`src/rtl/tpu_cmd_scheduler.sv`:
```
// Host-to-control-unit command scheduler: wrap-around FIFO, IDLE/ISSUE/RUN issue FSM, sticky irq.
// Optional RUN-cycle performance counter built only when TPU_SCHED_PERF_EN is defined.
module tpu_cmd_scheduler #(
   parameter int QUEUE_DEPTH = 4,
   parameter int CMD_WIDTH   = 64
) (
   input  logic                           clk,
   input  logic                           rst,
   input  logic                           host_cmd_valid,
   input  logic [CMD_WIDTH-1:0]           host_cmd_data,
   output logic                           host_cmd_ready,
   output logic                           cu_cmd_valid,
   output logic [CMD_WIDTH-1:0]           cu_cmd_data,
   input  logic                           cu_cmd_ready,
   input  logic                           cu_done_irq,
   input  logic                           irq_clear,
   output logic                           irq_out,
   output logic [$clog2(QUEUE_DEPTH):0]   queue_level,
   output logic [15:0]                    completed_count,
   output logic                           sched_busy,
   output logic [31:0]                    perf_run_cycles
);

   localparam int PW = $clog2(QUEUE_DEPTH);
   localparam int LW = PW + 1;

   typedef enum logic [1:0] {
      ST_IDLE  = 2'd0,
      ST_ISSUE = 2'd1,
      ST_RUN   = 2'd2
   } state_e;

   state_e               state_q, state_d;
   logic [CMD_WIDTH-1:0] mem_q [QUEUE_DEPTH];
   logic [PW-1:0]        wr_ptr_q, wr_ptr_d;
   logic [PW-1:0]        rd_ptr_q, rd_ptr_d;
   logic [LW-1:0]        count_q, count_d;
   logic [15:0]          completed_q, completed_d;
   logic                 irq_q, irq_d;
   logic                 push_s, pop_s, done_s;
   logic                 cu_cmd_valid_s, sched_busy_s;

   assign host_cmd_ready = (count_q != LW'(QUEUE_DEPTH));
   assign push_s         = host_cmd_valid && host_cmd_ready;
   assign pop_s          = (state_q == ST_ISSUE) && cu_cmd_ready && (count_q != '0);
   assign done_s         = (state_q == ST_RUN) && cu_done_irq;

   // FIFO pointer / occupancy next-state; power-of-two depth lets pointers wrap naturally
   always_comb begin
      wr_ptr_d = wr_ptr_q;
      rd_ptr_d = rd_ptr_q;
      count_d  = count_q;
      if (push_s) begin
         wr_ptr_d = wr_ptr_q + PW'(1);
      end else begin
         wr_ptr_d = wr_ptr_q;
      end
      if (pop_s) begin
         rd_ptr_d = rd_ptr_q + PW'(1);
      end else begin
         rd_ptr_d = rd_ptr_q;
      end
      case ({push_s, pop_s})
         2'b10:   count_d = count_q + LW'(1);
         2'b01:   count_d = count_q - LW'(1);
         default: count_d = count_q;
      endcase
   end

   // FIFO storage and occupancy registers
   always_ff @(posedge clk or negedge rst) begin
      if (!rst) begin
         for (int i = 0; i < QUEUE_DEPTH; i++) begin
            mem_q[i] <= '0;
         end
         wr_ptr_q <= '0;
         rd_ptr_q <= '0;
         count_q  <= '0;
      end else begin
         if (push_s) begin
            mem_q[wr_ptr_q] <= host_cmd_data;
         end
         wr_ptr_q <= wr_ptr_d;
         rd_ptr_q <= rd_ptr_d;
         count_q  <= count_d;
      end
   end

   // FSM state register
   always_ff @(posedge clk or negedge rst) begin
      if (!rst) begin
         state_q <= ST_IDLE;
      end else begin
         state_q <= state_d;
      end
   end

   // FSM next state; leaving RUN looks at occupancy including a same-cycle push
   always_comb begin
      state_d = state_q;
      case (state_q)
         ST_IDLE: begin
            if (count_q != '0) state_d = ST_ISSUE;
            else               state_d = ST_IDLE;
         end
         ST_ISSUE: begin
            if (pop_s) state_d = ST_RUN;
            else       state_d = ST_ISSUE;
         end
         ST_RUN: begin
            if (cu_done_irq) state_d = (count_d != '0) ? ST_ISSUE : ST_IDLE;
            else             state_d = ST_RUN;
         end
         default: state_d = ST_IDLE;
      endcase
   end

   // FSM outputs
   always_comb begin
      cu_cmd_valid_s = 1'b0;
      sched_busy_s   = (count_q != '0);
      case (state_q)
         ST_IDLE:  cu_cmd_valid_s = 1'b0;
         ST_ISSUE: begin
            cu_cmd_valid_s = 1'b1;
            sched_busy_s   = 1'b1;
         end
         ST_RUN:   sched_busy_s = 1'b1;
         default:  cu_cmd_valid_s = 1'b0;
      endcase
   end

   assign cu_cmd_valid = cu_cmd_valid_s;
   assign sched_busy   = sched_busy_s;
   assign cu_cmd_data  = (count_q != '0) ? mem_q[rd_ptr_q] : '0;
   assign queue_level  = count_q;

   // Completion counter and sticky irq; a new completion wins over a clear
   always_comb begin
      completed_d = completed_q;
      irq_d       = irq_q;
      if (done_s) begin
         completed_d = completed_q + 16'd1;
         irq_d       = 1'b1;
      end else if (irq_clear) begin
         irq_d       = 1'b0;
      end else begin
         irq_d       = irq_q;
      end
   end

   // Completion registers
   always_ff @(posedge clk or negedge rst) begin
      if (!rst) begin
         completed_q <= 16'd0;
         irq_q       <= 1'b0;
      end else begin
         completed_q <= completed_d;
         irq_q       <= irq_d;
      end
   end

   assign completed_count = completed_q;
   assign irq_out         = irq_q;

`ifdef TPU_SCHED_PERF_EN
   logic [31:0] perf_q, perf_d;

   // Saturating RUN-cycle counter
   always_comb begin
      perf_d = perf_q;
      if ((state_q == ST_RUN) && (perf_q != 32'hFFFF_FFFF)) begin
         perf_d = perf_q + 32'd1;
      end else begin
         perf_d = perf_q;
      end
   end

   // Performance counter register
   always_ff @(posedge clk or negedge rst) begin
      if (!rst) begin
         perf_q <= 32'd0;
      end else begin
         perf_q <= perf_d;
      end
   end

   assign perf_run_cycles = perf_q;
`else
   assign perf_run_cycles = 32'd0;
`endif

endmodule

```
`config.mk`:
```
export PLATFORM = sky130hd
export DESIGN_NAME = tpu_cmd_scheduler
export DESIGN_NICKNAME = d
export VERILOG_FILES = /design/src/rtl/tpu_cmd_scheduler.sv
export SDC_FILE = /design/constraint.sdc
export NUM_CORES = 1
export LEC_CHECK = 0
export CAP_MARGIN = 20
export CELL_PAD_IN_SITES_DETAIL_PLACEMENT = 0
export CELL_PAD_IN_SITES_GLOBAL_PLACEMENT = 1
export CORE_AREA = 2 2 212 214
export DETAILED_ROUTE_END_ITERATION = 16
export DIE_AREA = 0 0 214 216
export HOLD_SLACK_MARGIN = 0.06
export MAX_ROUTING_LAYER = met4
export PLACE_DENSITY_LB_ADDON = 0.05
export SLEW_MARGIN = 20
export SYNTH_ARGS = -nofsm -noshare
export SYNTH_HDL_FRONTEND = slang
export SYNTH_SLANG_ARGS = --single-unit
```
`constraint.sdc`:
```
create_clock -name clk -period 2.47 [get_ports clk]
set_input_delay 0.494 -clock clk [delete_from_list [all_inputs] [get_ports clk]]
set_output_delay 0.494 -clock clk [all_outputs]
set_load 0.02 [all_outputs]
```
# After elaboration in Yosys (flattened, before gate mapping)
# Cells that the tools add are included.
[word_totals] ff_bits=282 input_bits=70 out_inout_bits=119 word_cells=52
[classes] add_sub_neg=5 magnitude_cmp=3 n_eq_ne=5 muxes=17 bitwise=2 reduce_logical=10
[ops] op="$bwmux W256" n=1
[ops] op="$mux W64" n=4
[ops] op="$bmux W64 S2" n=1
[ops] op="$demux W64 S2" n=1
[ops] op="$add A16 B1 Y16 const B" n=1
[ops] op="$ge A3 B3 Y1 const B" n=2
[ops] op="$mux W1" n=6
[ops] op="$not A2 Y3" n=2
[ops] op="$pmux W2 S3" n=1
[ops] op="$pmux W3 S2" n=1
[ops] op="$reduce_bool A3 Y1" n=2
[ops] op="$logic_and A1 B1 Y1" n=5
[ops] op="$add A2 B1 Y2 const B" n=2
[ops] op="$eq A2 B1 Y1 const B" n=2
[ops] op="$eq A2 B2 Y1 const B" n=2
[ops] op="$mux W2" n=2
[ops] op="$add A3 B1 Y3 const B" n=1
[ops] op="$lt A3 B1 Y1 const B" n=1
[ops] op="$ne A3 B3 Y1 const B" n=1
[ops] op="$sub A3 B1 Y3 const B" n=1
[ops] op="$logic_not A2 Y1" n=1
[ops] op="$reduce_bool A2 Y1" n=1
[ops] op="$reduce_or A2 Y1" n=1

# Longest topological paths before layout
# Gate-level depths: netlist (run 1).
[logic_depth] word_depth=9 mapped_depth=11 mapped_depth_nobuf=11

# Least setup slack after synthesis (run 1)
# No wires, ideal clock.
[synth_timing] path_type="register to register" start="register state_q[1]" end="register state_q[0]" setup_ns=0.123 t_arrival_ns=2.334 required_time_ns=2.347 path_slack_ns=0.013 stages_incl_launch_ff=11 n_path_buf=0 period_less_slack_ns=2.457 cell_sequence="dfrtp_1 > inv_1 > ha_1 > nand3_1 > inv_1 > ha_1 > inv_1 > fa_1 > o21ai_0 > or3_1 > o221a_2"
[synth_between] elab_chain_cells=9 word_cells_on_any_way=13 classes_between="eq/ne (4); mux (5); reduce/logical (4)"
[synth_lines] element="start, declared" line="33" source="state_e state_q, state_d;"
[synth_lines] element="start signal, assigned" line="94" source="state_q <= state_d;"
[synth_lines] element="$eq A2 B1 Y1 (*)" line="45" source="assign pop_s = (state_q == ST_ISSUE) && cu_cmd_ready && (count_q != '0);"
[synth_lines] element="$logic_and A1 B1 Y1 (*) (2 in a row)" line="45"
[synth_lines] element="named net pop_s" line="40" source="logic push_s, pop_s, done_s;"
[synth_lines] element="$eq A2 B1 Y1 or $eq A2 B2 Y1 (tied branches)" line="63" source="case ({push_s, pop_s})"
[synth_lines] element="$pmux W3 S2 (*)" line="63"
[synth_lines] element="named net count_d[1]" line="37" source="logic [LW-1:0] count_q, count_d;"
[synth_lines] element="$reduce_bool A3 Y1 (*)" line="111" source="if (cu_done_irq) state_d = (count_d != '0) ? ST_ISSUE : ST_IDLE;"
[synth_lines] element="$mux W1 (*)" line="111"
[synth_lines] element="$mux W2 (*)" line="111"
[synth_lines] element="$pmux W2 S3 (*)" line="101" source="case (state_q)"
[synth_lines] element="named net state_d[0]" line="33"
# The timed path passes the listed nets; every way through them passes the cells marked *.
# A chain may end at the register's enable or synchronous reset.

# Worst setup path after layout (run 1)
[layout_timing] start="register rd_ptr_q[0]" end="output port cu_cmd_data[6]"
[layout_between] elab_chain_cells=5
[layout_lines] element="start, declared" line="36" source="logic [PW-1:0] rd_ptr_q, rd_ptr_d;"
[layout_lines] element="start signal, assigned" line="84" source="rd_ptr_q <= rd_ptr_d;"
[layout_lines] element="$not A2 Y3 (not written as such)" line="135" source="assign cu_cmd_data = (count_q != '0) ? mem_q[rd_ptr_q] : '0;"
[layout_lines] element="$bmux W64 S2" line="135"
[layout_lines] element="$mux W64 (not written as such) (2 in a row)" line="135"
[layout_lines] element="$mux W64" line="135"
[layout_lines] element="end, declared" line="13" source="output logic [CMD_WIDTH-1:0] cu_cmd_data,"
# No other way between the ends. The select of a mux whose other input is x is not followed.

==> reports/qor.yml, run 1 <==
global_route:
  grt_usage_pct: 14.7
  grt_first_pass_wirelength_um: 50700
  grt_max_degree: 60
  first_global_vias: 8304
  antenna_found_initial: 1
  grt.overflow.total: 0
synthesis:
  synth-xor-area-share_pct: 1.40
  synth_cells: 838
  synthSimpleGateAreaFrac_pct: 4.81
  yosys.area.top_type: "dfrtp_1"
  ys_seq_area_share_pct: 53.9
  synth_compound_area_share_pct: 0.506
  muxShareOfSynthArea_pct: 33.4
  yosys-top-cells-area: "dfrtp_1, mux2_2, mux4_2, and2_1, buf_6"
  synth_fa_ha_area_share_pct: 1.11
  synth-seq-cells: 282
  ys_async_sr_fraction_pct: 100
  yosys_warnings: 0
  avgSynthCellArea_um2: 15.6
  synthDistinctLibCells: 35
  synth_top_cell_area_share_pct: 53.9
  syn_area_mm2: 0.0131
  synth_top_family_by_area: "multiplexers"
  synth_edf_count: 0
  synth_ff_type: "dfrtp_1"
route:
  wl_per_cell_um: 19.4
  first_iter_violations: 262
  vias: 7507
  dr.pass1.iters: 4
  detail_route.vias_per_cell: 4.51
  route.detailed.drc: 0
  finalWirelength_um: 32300
  ant_nets: 0
finish:
  fillers: 4184
  final_cell_mix: "dfrtp_1, mux2_2, clkdlybuf4s50_1"
  drive_gt1_share_pct: 53.1
  area_growth_pct: 31.7
  final_common_cell: "dfrtp_1"
  nets: 1132
  finalCoreUtilization_pct: 39.3
timing:
  rsz0062_at_grt: "true"
  drv_slew: 0
  skew_ns: 0.0130
  final-setup-viol-count: 64
  clock.fmax_mhz: 377
  period_needed_ns: 2.66
  hold_violations: 0
  period_share_pct: 108
  setup_ws_ns: -0.186
worst_setup_path:
  worst_setup_path_end_kind: "primary output"
  start_kind: "register"
  ff2ff_setup_slack_ns: 0.12
  critPathMaxFanout: 6
  cp.arrival_ns: 2.16
  crit_type: "register to primary output"
  crit_required_ns: 1.98
floorplan:
  pin_count: 189
  die_y_um: 216
  core_area_mm2: 0.0438
  die_area_mm2: 0.0462
  row_count: 77
  die_w_um: 214
  start_util_pct: 29.9
clock_network:
  clockBufferDepth: 3
  tritoncts: "yes"
  cts_buffers: 36
  cts_sinks: 282
  cts_root_buffer: "clkbuf_16"
  insertion_delay_ns: 0.51
  clk_pin_slew_ns: 0.05
  htreeDepth: 2
run:
  maxCapViolCount: 0
placed_design:
  pre_cts_ws_ns: -0.207
  routabilityCongestion: 0.691
  dp_hpwl_um: 19700
  port_buffers: 156
hold_path:
  min_path_type: "input pin to asynchronous set/reset pin"
power_and_ir_drop:
  powerDensity_mw_per_mm2: 1590
  ir_worst_vdd_uv: 645
  leakage_nw: 7.46
run_status:
  failed_checks: "negative setup slack"
  status: "complete, but fails checks"
-- worst max-delay path, stage by stage (launching register included) --
cell     delay (ns)
dfrtp_4        0.53
buf_8          0.17
buf_16         0.15
buf_8          0.12
mux4_2         0.40
and2_4         0.15
buf_6          0.13
-- per-stage QoR --
step | hold slack, ns | area (µm²) | setup TNS (ns) | instances | power, W
6_report | 0.463 | 17200 | -7.00 | 1666 | 0.0275
5_1_grt | 0.467 | 17200 | -11.77 | 1666 | 0.0292
4_1_cts | 0.457 | 17100 | -10.36 | 1659 | 0.0277
3_5_place_dp | 0.413 | 15500 | -0.612 | 1585 | 0.0207
3_3_place_gp | 0.413 | 15500 | -0.667 | 1585 | 0.0206
2_1_floorplan | 0.198 | 13200 | 0 | 869 | 0.0159
-- synth_stat cells (2+ instances only) --
| cell | count |
|---|---|
| nand3_1 | 5 |
| o21ai_0 | 3 |
| buf_1 | 2 |
| nor3_1 | 2 |
| buf_4 | 32 |
| xor2_1 | 5 |
| or2_2 | 2 |
| buf_2 | 8 |
| and3_1 | 3 |
| ha_1 | 10 |
| nand2_1 | 13 |
| buf_6 | 24 |
| mux4_2 | 64 |
| nor2_1 | 4 |
| xnor2_1 | 16 |
| nand2_4 | 4 |
| and2_1 | 65 |
| clkbuf_1 | 11 |
| mux2_4 | 9 |
| dfrtp_1 | 282 |
| mux2_1 | 13 |
| nand4_1 | 3 |
| mux2_2 | 235 |
| inv_1 | 12 |
-- cell type report --
| cell class | count | area [µm²] | area share, % |
|---|---|---|---|
| flip-flops and latches | 282 | 7060 | 40.9 |
| repair buffers | 221 | 2560 | 14.9 |
| diodes | 1 | 2.50 | 0.0145 |
| clock buffers | 55 | 1100 | 6.40 |
| inverters | 12 | 45.0 | 0.261 |
| well taps | 592 | 741 | 4.29 |
| multi-input cells | 498 | 5680 | 32.9 |
| clock inverters | 5 | 50.0 | 0.290 |
-- layer usage --
layer / routed length (µm) / vias to the layer above / GRT usage (%)
met3: 1360 / 39 / 3.02
met5: 0 / - / -
met4: 603 / 0 / 3.78
li1: - / 3394 / -
met1: 14100 / 3947 / 18.2
met2: 16200 / 127 / 24.6
-- timing repair --
action                                 in CTS  in global routing
gates cloned                                4                  0
setup buffers                               9                  8
setup endpoints to repair                  65                 67
pin swaps                                   9                  8
hold buffers                                1                  0
endpoints found under the hold margin      31                  0
resized for setup                         447                 31
-- sequential cells by signal (all words and copies together) (netlist names) --
name,count
completed_count,16
state_q,2
queue_level,3
wr_ptr_q,2
rd_ptr_q,2
irq_out,1
mem_q,256
-- cell families after synthesis --
logic type,after synthesis
flops,282
simple gates,105
compound gates,8
fa+ha+maj,11
mux,321
buf+inv,89
xor+xnor,21
other cells,1
-- worst paths after layout --
path	cells after the start	endpoint	from
max	6	cu_cmd_data[6]	rd_ptr_q[0]
min	2	mem_q[228]	rst
max reg2reg	8	state_q[0]	queue_level[0]
min reg2reg	1	mem_q[249]	mem_q[249]
max in group asynchronous	3	mem_q[25]	rst
min in group clk	1	mem_q[249]	mem_q[249]
-- where the power goes --
| part | total, W | internal (W) | switching, W |
|---|---|---|---|
| Combinational | 0.0144 | 0.00863 | 0.00573 |
| Clock | 0.00511 | 0.00316 | 0.00195 |
| Sequential | 0.00800 | 0.00691 | 0.00108 |
| Total | 0.0275 | 0.0187 | 0.00876 |
Note: power is estimated with default switching activity, not from simulation.
==> inputs of run 2 (changes only) <==
--- a/config.mk
+++ b/config.mk
@@ -11,7 +11,6 @@
 export CORE_AREA = 2 2 212 214
 export DETAILED_ROUTE_END_ITERATION = 16
 export DIE_AREA = 0 0 214 216
-export HOLD_SLACK_MARGIN = 0.06
 export MAX_ROUTING_LAYER = met4
 export PLACE_DENSITY_LB_ADDON = 0.05
 export SLEW_MARGIN = 20
==> results of run 2 <==
Final layout, timing and power as in run 1 (identical DEF).
